File: src/rtl/lift_call_panel.sv
// lift_call_panel
// Debounces the eight floor-call buttons, keeps one lit lamp per pending call,
// and hands pending calls to the lift controller one at a time over a
// valid/ready handshake. A lamp goes out when the car stands at that floor
// with the door open.
module lift_call_panel #(
  parameter int DEBOUNCE_CYCLES = 4,
  parameter int GAP_CYCLES      = 1
) (
  input  logic       clk,
  input  logic       reset,
  input  logic [7:0] btn,
  input  logic [2:0] current_floor,
  input  logic       door,
  input  logic       emergency_stop,
  input  logic       req_ready,
  output logic [2:0] req_floor,
  output logic       req_valid,
  output logic [7:0] lamp,
  output logic [3:0] pending_count
);

  localparam int CNT_W = (DEBOUNCE_CYCLES > 2) ? $clog2(DEBOUNCE_CYCLES) : 1;
  localparam int GAP_W = (GAP_CYCLES > 1) ? $clog2(GAP_CYCLES + 1) : 1;
  localparam logic [CNT_W-1:0] CNT_MAX = CNT_W'(DEBOUNCE_CYCLES - 1);
  localparam logic [GAP_W-1:0] GAP_MAX = GAP_W'(GAP_CYCLES - 1);

  localparam logic [1:0] ST_IDLE = 2'd0;
  localparam logic [1:0] ST_SEND = 2'd1;
  localparam logic [1:0] ST_GAP  = 2'd2;

  logic [7:0]       sync1_q, sync2_q;
  logic [7:0]       samp_q, samp_d;
  logic [7:0]       stable_q, stable_d;
  logic [CNT_W-1:0] cnt_q, cnt_d;
  logic             tick;
  logic [7:0]       press;
  logic [7:0]       clear_mask;
  logic [7:0]       lamp_q, lamp_d;
  logic [7:0]       issued_q, issued_d;
  logic [7:0]       issued_set;
  logic [7:0]       cand;
  logic [2:0]       rr_ptr_q, rr_ptr_d;
  logic [2:0]       scan_idx;
  logic [2:0]       sel_floor;
  logic             sel_found;
  logic [1:0]       state_q, state_d;
  logic [GAP_W-1:0] gap_q, gap_d;
  logic [2:0]       req_floor_q, req_floor_d;
  logic             req_valid_q, req_valid_d;

  // Sampling tick, debounce filter and the lamp set/clear rule (clear wins).
  always_comb begin
    tick     = (cnt_q == CNT_MAX);
    cnt_d    = tick ? '0 : cnt_q + CNT_W'(1);
    samp_d   = tick ? sync2_q : samp_q;
    stable_d = stable_q;
    if (tick) begin
      stable_d = (sync2_q & ~(sync2_q ^ samp_q)) | (stable_q & (sync2_q ^ samp_q));
    end
    press      = stable_d & ~stable_q;
    clear_mask = door ? (8'd1 << current_floor) : 8'd0;
    lamp_d     = (lamp_q | press) & ~clear_mask;
  end

  // Round-robin pick of the first lit, not-yet-sent floor starting at rr_ptr.
  always_comb begin
    cand      = lamp_q & ~issued_q;
    sel_found = 1'b0;
    sel_floor = rr_ptr_q;
    scan_idx  = '0;
    for (int k = 0; k < 8; k++) begin
      scan_idx = rr_ptr_q + 3'(k);
      if (!sel_found && cand[scan_idx]) begin
        sel_found = 1'b1;
        sel_floor = scan_idx;
      end
    end
  end

  // Request FSM: launch a call, hold it until accepted, then rest for the gap.
  always_comb begin
    state_d     = state_q;
    gap_d       = gap_q;
    req_floor_d = req_floor_q;
    req_valid_d = req_valid_q;
    rr_ptr_d    = rr_ptr_q;
    issued_set  = '0;
    case (state_q)
      ST_IDLE: begin
        if (sel_found && !emergency_stop) begin
          req_floor_d = sel_floor;
          req_valid_d = 1'b1;
          state_d     = ST_SEND;
        end
      end
      ST_SEND: begin
        if (req_ready) begin
          req_valid_d = 1'b0;
          issued_set  = 8'd1 << req_floor_q;
          rr_ptr_d    = req_floor_q + 3'd1;
          gap_d       = '0;
          state_d     = ST_GAP;
        end
      end
      ST_GAP: begin
        if (gap_q == GAP_MAX) begin
          state_d = ST_IDLE;
        end else begin
          gap_d = gap_q + GAP_W'(1);
        end
      end
      default: begin
        req_valid_d = 1'b0;
        state_d     = ST_IDLE;
      end
    endcase
    // A call only stays marked as sent while its lamp survives this cycle.
    issued_d = (issued_q | issued_set) & lamp_d;
  end

  // All state registers; synchronous reset overrides everything.
  always_ff @(posedge clk) begin
    if (reset) begin
      sync1_q     <= '0;
      sync2_q     <= '0;
      samp_q      <= '0;
      stable_q    <= '0;
      cnt_q       <= '0;
      lamp_q      <= '0;
      issued_q    <= '0;
      rr_ptr_q    <= '0;
      state_q     <= ST_IDLE;
      gap_q       <= '0;
      req_floor_q <= '0;
      req_valid_q <= 1'b0;
    end else begin
      sync1_q     <= btn;
      sync2_q     <= sync1_q;
      samp_q      <= samp_d;
      stable_q    <= stable_d;
      cnt_q       <= cnt_d;
      lamp_q      <= lamp_d;
      issued_q    <= issued_d;
      rr_ptr_q    <= rr_ptr_d;
      state_q     <= state_d;
      gap_q       <= gap_d;
      req_floor_q <= req_floor_d;
      req_valid_q <= req_valid_d;
    end
  end

  // Number of lit lamps, straight from the lamp register.
  always_comb begin
    pending_count = '0;
    for (int i = 0; i < 8; i++) begin
      pending_count = pending_count + {3'b000, lamp_q[i]};
    end
  end

  assign req_floor = req_floor_q;
  assign req_valid = req_valid_q;
  assign lamp      = lamp_q;

endmodule

File: config.mk
export PLATFORM = sky130hd
export DESIGN_NAME = lift_call_panel
export DESIGN_NICKNAME = d
export VERILOG_FILES = /design/src/rtl/lift_call_panel.sv
export SDC_FILE = /design/constraint.sdc
export NUM_CORES = 1
export LEC_CHECK = 0
export ABC_AREA = 1
export CAP_MARGIN = 10
export CORE_ASPECT_RATIO = 1.75
export CORE_UTILIZATION = 25
export CTS_BUF_LIST = sky130_fd_sc_hd__clkbuf_8
export CTS_CLUSTER_SIZE = 12
export DETAILED_ROUTE_END_ITERATION = 12
export PLACE_DENSITY = 0.49
export SYNTH_ARGS = -nofsm -noshare
export SYNTH_HDL_FRONTEND = slang
export SYNTH_SLANG_ARGS = --single-unit
File: constraint.sdc
create_clock -name clk -period 3.8 [get_ports clk]
set_input_delay 0.76 -clock clk [delete_from_list [all_inputs] [get_ports clk]]
set_output_delay 0.76 -clock clk [all_outputs]
set_load 0.03 [all_outputs]
== Yosys cells after proc, flatten, opt, wreduce, memory -nomap -nowiden ==
Cells that the tools add are included.
Word-level totals
  input bits: 16
  register bits after elaboration: 60
  logic and storage cells: 128
  output and inout port bits: 16
Operators by class
  bitwise logic cells: 15
  equal/unequal tests: 6
  $add $sub $neg: 17
  multiplexer cells: 44
  $lt $le $gt $ge: 8
  shifts and indexed selects: 2
  reductions and logical operators: 24
Operators by type and width (number)
  8-bit bitwise AND: 6
  3-bit by 4-bit < comparator with 1-bit output, second input constant: 8
  8-bit 2-to-1 mux: 4
  8-bit inverter: 4
  1-bit binary-select mux with 3-bit select: 8
  8-bit bitwise OR: 3
  3-bit 2-to-1 mux: 7
  1-bit 2-to-1 mux: 19
  4-bit by 1-bit adder with 4-bit output: 4
  1-bit by 3-bit << shifter with 8-bit output, first input constant: 2
  3-bit adder, second input constant: 4
  1-bit logical AND: 8
  1-bit zero test: 8
  8-bit XOR: 1
  3-bit by 1-bit adder with 3-bit output, second input constant: 2
  3-bit by 2-bit adder with 3-bit output, second input constant: 2
  2-bit 2-to-1 mux: 3
  2-bit inequality test, second input constant: 3
  2-bit case mux with 3 select lines: 1
  2-bit AND reduction: 3
  3-bit AND reduction: 2
  3-bit by 1-bit adder with 4-bit output: 1
  2-bit == test, second input constant: 2
  2-bit by 1-bit adder with 3-bit output: 1
  other kinds (10): 10

== Depth between registers and ports, before layout ==
  word-level depth: 29
  depth in mapped cells: 21
  depth with buffers taken out: 18

== Worst setup path before layout ==
Ideal clock, no wire load.
  path kind: flip-flop to output port
  start: register lamp_q[3] (netlist: lamp[3])
  end: output pending_count[2]
  buffers on the path: 0
  setup slack: -0.101 ns
  cell stages (with the launch flop): 10
  required time: 3.040 ns
  arrival time: 3.141 ns
  cells stage by stage: dfxtp_1 > fa_1 > inv_1 > fa_1 > fa_1 > inv_1 > ha_1 > inv_1 > fa_1 > xnor2_1
On the way
  longest elaborated chain between the ends: 5
RTL lines
  start: declaration: RTL line 39  | logic [7:0] lamp_q, lamp_d;
  start signal: assignment: RTL line 143  | lamp_q <= lamp_d;
  3-bit by 1-bit adder with 4-bit output: RTL line 157  | pending_count = pending_count + {3'b000, lamp_q[i]};
  4-bit by 1-bit adder with 4-bit output (4 in series): RTL line 157
  end: declaration: RTL line 20  | output logic [3:0] pending_count
Every way passes these cells.

== Final worst setup path ==
  start: register lamp_q[0] (netlist: lamp[0])
  end: output pending_count[1]
On the way
  longest elaborated chain between the ends: 7
RTL lines (RTL line)
  1-bit by 1-bit adder with 2-bit output: 157
  2-bit by 1-bit adder with 3-bit output: 157
  3-bit by 1-bit adder with 4-bit output: 157
  4-bit by 1-bit adder with 4-bit output (4 in series): 157
Every way passes these cells.

==> results.py <==
metrics = {
    "logic_synthesis": {
        "yosysTopAreaCell": "dfxtp_1",
        "synth_warnings": 0,
        "syn-num-nets": 476,
        "synth_top_area_share_pct": 34.9,
        "avgSynthCellArea_um2": 7.63,
        "ys_seq_elements": 59,
        "syn-cell-area_um2": 3390,
        "synth.area.top_cells": "dfxtp_1 (35%), inv_1 (9.0%), nand2_1 (8.0%), nand3_1 (6.9%), ha_1 (4.4%)",
        "ys_types": 41,
        "ys_seq_area_share_pct": 34.9,
        "synthCells": 444,
    },
    "sta": {
        "max_slew_margin_pct": 60.0,
        "tns_ps": -72.5,
        "setup_slack_ps": -40.0,
        "slew_violations": 0,
        "worst_pin_slew_ps": 599,
        "finalCritPeriodShare_pct": 101,
        "hold_violations": 0,
        "fmax_ghz": 0.260,
        "fin_skew_ps": 9.58,
        "final-setup-viol-count": 2,
        "period_needed_ps": 3840,
        "rsz0062_at_grt": "true",
    },
    "clock_network": {
        "clk_pin_slew_ps": 70,
        "cts_buffers": 9,
        "root_buffer": "clkbuf_8",
        "hold_buffers": 0,
        "cts_tree": "yes",
        "clkLatencyLatePin_ps": 340,
        "htreeDepth": 3,
        "cts.sinks": 59,
        "cts.path.max_buffers": 2,
    },
    "setup_path": {
        "crit_required_ps": 3040,
        "rr_worst_depth": 17,
        "critPathMaxFanout": 2,
        "critical_path.startpoint_type": "flop",
        "cpPeakStageDelay_ps": 530,
        "worst_setup_path_end_kind": "output pin",
        "worstPathArrival_ps": 3080,
        "rr_startpoint": "rr_ptr_q[0]$_SDFFE_PP0P_",
        "reg2reg_slack_ps": 1140,
        "rr_endpoint": "req_floor[0]$_SDFFE_PP0P_",
        "crit_type": "reg2out",
        "cpMaxStageDelayCell": "fa_1",
        "worstPathCellList": "fa_1 -> inv_1 -> fa_1 -> fa_1 -> inv_2 -> ha_4 -> inv_2 -> fa_2 -> inv_2 -> buf_6",
    },
    "pwr": {
        "switching_share_pct": 43.5,
        "p_leak_nw": 1.78,
        "ir_drop_v": 0.000230,
        "combPwrFrac_pct": 47.8,
        "power.density_nw_per_um2": 551,
        "switchingPower_uw": 974,
        "p_total_mw": 2.24,
        "p_seq_share_pct": 30.9,
        "p_int_mw": 1.27,
        "clockPowerShare_pct": 21.3,
    },
    "layout": {
        "layout_common_cells": "inv_1 (80), nand2_1 (72), dfxtp_1 (58)",
        "syn_to_final_growth_pct": 20.3,
        "final_nets": 514,
        "fillers": 1442,
        "final_cells": 657,
        "postLayoutCellArea_um2": 4070,
        "final_common_cell": "inv_1",
        "multi_input_area_um2": 1790,
        "drive_gt1_share_pct": 16.9,
        "num_antenna_cells": 0,
        "seqCellArea_um2": 1180,
    },
    "routing": {
        "antenna_left": 0,
        "drtIter0Drc": 106,
        "routed_wl_um": 8450,
        "routedWlPerCell_um": 12.9,
        "drc_errors": 0,
        "via_count": 2896,
        "first_pass_iters": 4,
        "viasPerCell": 4.41,
    },
    "global_routing": {
        "grt_max_degree": 45,
        "grt_pass1_wl_um": 13900,
        "grt_pass1_vias": 2854,
        "grt_usage_pct": 12.8,
        "antenna_found_initial": 0,
        "grt_overflow_total": 0,
    },
    "die": {
        "initial_core_util_pct": 25.9,
        "ios": 32,
        "core_um2": 13100,
        "design.die.area_um2": 14000,
        "die_h_um": 156,
        "rows": 55,
        "die_x_um": 90.0,
    },
    "worst_hold_path": {
        "hold_path.class": "reg2reg",
        "min_from": "sync1_q[7]$_SDFF_PP0_",
        "hold_depth": 2,
        "whs_endpoint": "sync2_q[7]$_SDFF_PP0_",
    },
    "status": {
        "outcome": "finished, violations left",
        "violations": "negative setup slack",
    },
    "placement": {
        "io_buffers": 31,
        "dp.cells": 640,
        "dpl_cell_area_um2": 3880,
        "dp_hpwl_um": 6790,
        "globalplace.congestion": 0.848,
    },
    "flow_run": {
        "maxCapViolCount": 0,
    },
}
-- Yosys cell counts --
| library cell | count |
|---|---|
| a21oi_1 | 21 |
| a21oi_2 | 1 |
| a221oi_1 | 1 |
| a311oi_1 | 7 |
| a31oi_1 | 1 |
| a31oi_4 | 1 |
| a41o_1 | 4 |
| buf_1 | 3 |
| buf_12 | 1 |
| buf_2 | 2 |
| buf_4 | 1 |
| buf_6 | 2 |
| clkbuf_1 | 4 |
| clkinv_1 | 2 |
| dfxtp_1 | 59 |
| fa_1 | 4 |
| ha_1 | 12 |
| inv_1 | 81 |
| inv_2 | 6 |
| inv_4 | 1 |
| inv_6 | 1 |
| nand2_1 | 72 |
| nand2_2 | 6 |
| nand2_4 | 2 |
| nand3_1 | 47 |
| nand3_2 | 11 |
| nand3_4 | 5 |
| nand4_1 | 5 |
| nand4_4 | 1 |
| nor2_1 | 37 |
| nor2_2 | 1 |
| nor2_4 | 4 |
| nor3_1 | 2 |
| o21ai_0 | 15 |
| o21ai_4 | 1 |
| o22ai_1 | 6 |
| o41ai_1 | 3 |
| or2_2 | 7 |
| xnor2_1 | 1 |
| xor2_1 | 1 |
| xor2_4 | 2 |
-- what timing repair did --
item | 4_1_cts | 5_1_grt
setup buffers | 2 | 0
gates resized for setup | 10 | 3
setup endpoints to repair | 4 | 3
pin swaps | 1 | 0
cloned | 0 | 0
-- registers in the layout (all words and copies together), names as in the netlist --
| signal | cells |
|---|---|
| issued_q | 8 |
| sync2_q | 8 |
| samp_q | 8 |
| rr_ptr_q | 3 |
| cnt_q | 2 |
| lamp | 8 |
| stable_q | 8 |
| state_q | 2 |
| req_valid | 1 |
| sync1_q | 8 |
| req_floor | 3 |
-- area by class of cell --
type                       instances  area share (%)
multi-input combinational        281            44.0
sequential                        59            29.0
timing repair buffer              40            9.19
inverter                          91            8.57
tap                              171            5.26
clock buffer                      10            3.38
clock inverter                     5           0.553
-- kinds of logic after synthesis --
| group | share of synthesized area [%] |
|---|---|
| AND/OR/NAND/NOR | 31.3 |
| buffers and inverters | 12.9 |
| AO/OA/AOI/OAI | 12.0 |
| flip-flops | 34.9 |
| adder cells (fa/ha/maj) | 6.80 |
| XOR/XNOR | 2.14 |
-- stage by stage --
step	worst slack [ps]	util [%]	hold WS [ps]
2_1_floorplan	60.1	-	388
3_3_place_gp	217	29.7	390
3_5_place_dp	201	29.7	392
4_1_cts	-114	31.1	401
5_1_grt	-164	31.1	410
6_report	-40.0	31.1	401
-- power by group through the flow --
stage	Combinational (mW)	Sequential [mW]	Clock [mW]
3_3_place_gp	1.06	0.705	0
5_1_grt	1.20	0.699	0.523
3_5_place_dp	1.08	0.706	0
6_report	1.07	0.692	0.478
2_1_floorplan	0.851	0.710	0
4_1_cts	1.08	0.693	0.496
-- critical path, delay by kind of cell, from the launching register on --
| family | cells | cell delay, ps |
|---|---|---|
| buffers and inverters | 5 | 320 |
| adder cells (fa/ha/maj) | 5 | 2090 |
| flip-flops | 1 | 330 |
-- routing by layer --
layer,vias to the layer above,routed length (um),global-route usage [%]
met5,-,0,0
met4,0,306,6.53
met3,17,166,2.24
met2,54,4860,26.0
met1,1333,3120,12.1
li1,1492,-,-
-- worst max path at each step --
stage | start | endpoint | slack [ps] | depth (start not counted)
final | lamp[0]$_SDFF_PP0_ | pending_count[1] | -40 | 10
after global routing | lamp[0]$_SDFF_PP0_ | pending_count[1] | -160 | 10
after CTS | lamp[0]$_SDFF_PP0_ | pending_count[1] | -110 | 10
after detailed placement | lamp[0]$_SDFF_PP0_ | pending_count[3] | 200 | 9
after global placement | lamp[0]$_SDFF_PP0_ | pending_count[3] | 220 | 9
after floorplan | lamp[3]$_SDFF_PP0_ | pending_count[2] | 60 | 9
No activity file was read; power rests on OpenSTA's default activity.
==> edit (same flow settings) <==
Add an input register stage for `btn`, with the module's reset; this delays it by one clock. The other inputs are not delayed to match.
--- a/src/rtl/lift_call_panel.sv
+++ b/src/rtl/lift_call_panel.sv
@@ -30,2 +30,12 @@
   localparam logic [1:0] ST_GAP  = 2'd2;
+
+  logic [7:0] btn_q;
+
+  always_ff @(posedge clk) begin
+    if (reset) begin
+      btn_q <= '0;
+    end else begin
+      btn_q <= btn;
+    end
+  end
 
@@ -137,3 +147,3 @@
     end else begin
-      sync1_q     <= btn;
+      sync1_q     <= btn_q;
       sync2_q     <= sync1_q;
Behaviour: not the same (Yosys sat finds a counterexample within 10 cycles, from zero or initial values and one cycle with reset high).
==> edit against the unedited design <==
The flow still finishes with violations (setup timing). Area after synthesis increased by 1.7%. Global-route usage increased by 0.23 points. Cell area increased by 3.2%. Die area increased by 1.7%. Utilization increased by 0.093 points. Sequential cell count increased by 8. Clock skew increased by 0.0010 ns. Setup slack got worse by 0.035 ns. Final cell count increased by 2.0%. Routed wire length decreased by 0.58%. Total power increased by 11%. Critical endpoint unchanged. Largest power group unchanged. Highest routed layer unchanged.
==> edit: results (changes against the unedited design) <==
synthesis:
  synthTopCellsByArea: "dfxtp_1, inv_1, nand3_1, nand2_1, nor2_1"
  yosysWarnings: 0  # unchanged
  ys_seq_area_share_pct: 38.94  # +4.1 points
  async_flop_share_pct: 0  # unchanged
  synth_top_cells_by_count: "inv_1, dfxtp_1, nand2_1, nand3_1, nor2_1"
  synth_nets: 488  # +2.5%
clock_network:
  postCtsSetupBuffers: 0  # -2
  clk_latency_ns: 0.36  # +0.02 ns
  root_buffer: "clkbuf_8"
worst_setup_path:
  worst-path-max-fanout: 2  # unchanged
  cp.arrival_ns: 3.12  # +0.04 ns
sta:
  finalSetupViolCount: 2  # unchanged
  fin_tns_setup_ns: -0.1154  # -0.04288 ns
  setup_ws_ns: -0.07525  # -0.03528 ns
  slew_headroom_pct: 59.90  # -0.15 points
  clock_skew_ns: 0.01062  # +0.001046 ns
global_routing:
  antenna_found_initial: 0  # unchanged
  grt_pass1_vias: 2890  # +1.3%
  grt_usage_pct: 13.07  # +0.23 points
  grt_pass1_wl_um: 14100  # +1.3%
  grt_max_degree: 33  # -27%
placement:
  postPlaceCellArea_mm2: 0.003930  # +1.3%
  dp_hpwl_um: 6700  # -1.3%
  gp_congestion: 0.8194  # -3.3%
layout:
  drive_gt1_share_pct: 13.91  # -3.0 points
  nets: 523  # +1.8%
outcome:
  outcome: "finished, violations left"
  violations: "setup timing"
drt:
  drt_pass1_iterations: 5  # +1
  drt_iter0_markers: 88  # -17%
  via_per_inst: 4.367  # -0.92%
  wl_per_cell_um: 12.53  # -2.5%
power:
  vdd_drop_max_uv: 223.6  # -2.8%
  p_leak_nw: 1.778  # -0.19%
==> edit: kinds of logic after synthesis <==
group / Yosys count / share of synthesized area, %
AND/OR/NAND/NOR: 194 / 27.53
buffers and inverters: 109 / 12.93
flip-flops: 67 / 38.94
AO/OA/AOI/OAI: 65 / 11.66
adder cells (fa/ha/maj): 16 / 6.684
XOR/XNOR: 5 / 2.252
==> edit: timing repair <==
action,4_1_cts,5_1_grt
gates resized for setup,9,2
pin swaps,1,1
endpoints found under the setup margin,4,3
==> edit: per-stage QoR <==
step	setup WS, ns	instances	util, %
2_1_floorplan	0.08499	456	-
3_3_place_gp	0.2120	654	29.21
3_5_place_dp	0.2172	654	29.21
4_1_cts	-0.1121	670	31.26
5_1_grt	-0.1862	670	31.23
6_report	-0.07525	670	31.23
==> edit: final timing paths <==
path	startpoint	end	slack, ns	cells after the start
setup / recovery	lamp[0]	pending_count[1]	-0.08	10
hold / removal	sync1_q[1]	sync2_q[1]	0.40	2
setup reg to reg	rr_ptr_q[1]	req_floor[1]	0.85	16
hold reg to reg	sync1_q[1]	sync2_q[1]	0.40	2
==> edit: final cells by class <==
cell class | count | area, µm²
sequential | 67 | 1343
tap | 174 | 217.7
inverter | 96 | 360.3
multi-input combinational | 280 | 1670
clock buffer | 9 | 123.9
clock inverter | 7 | 140.1
fill | 1475 | 9251
timing repair buffer | 37 | 346.6
==> edit: metal layers <==
metal	vias to the layer above	part of all wire (%)	global-route usage, %
li1	1515	-	-
met5	-	0	0
met4	0	4.8	10.52
met3	23	3.1	1.836
met1	1329	35	11.74
met2	59	57	25.58
==> edit: power by group <==
group	internal (mW)	total [mW]	switching, mW
clock network	0.500	0.780	0.280
logic	0.321	0.926	0.605
registers	0.744	0.789	0.0445
==> edit: worst max-delay path, delay by kind of cell, from the launching register on <==
| kind | cells | cell delay, ns |
|---|---|---|
| adders and majority gates | 5 | 2.12 |
| DFF | 1 | 0.33 |
| buffers and inverters | 5 | 0.31 |
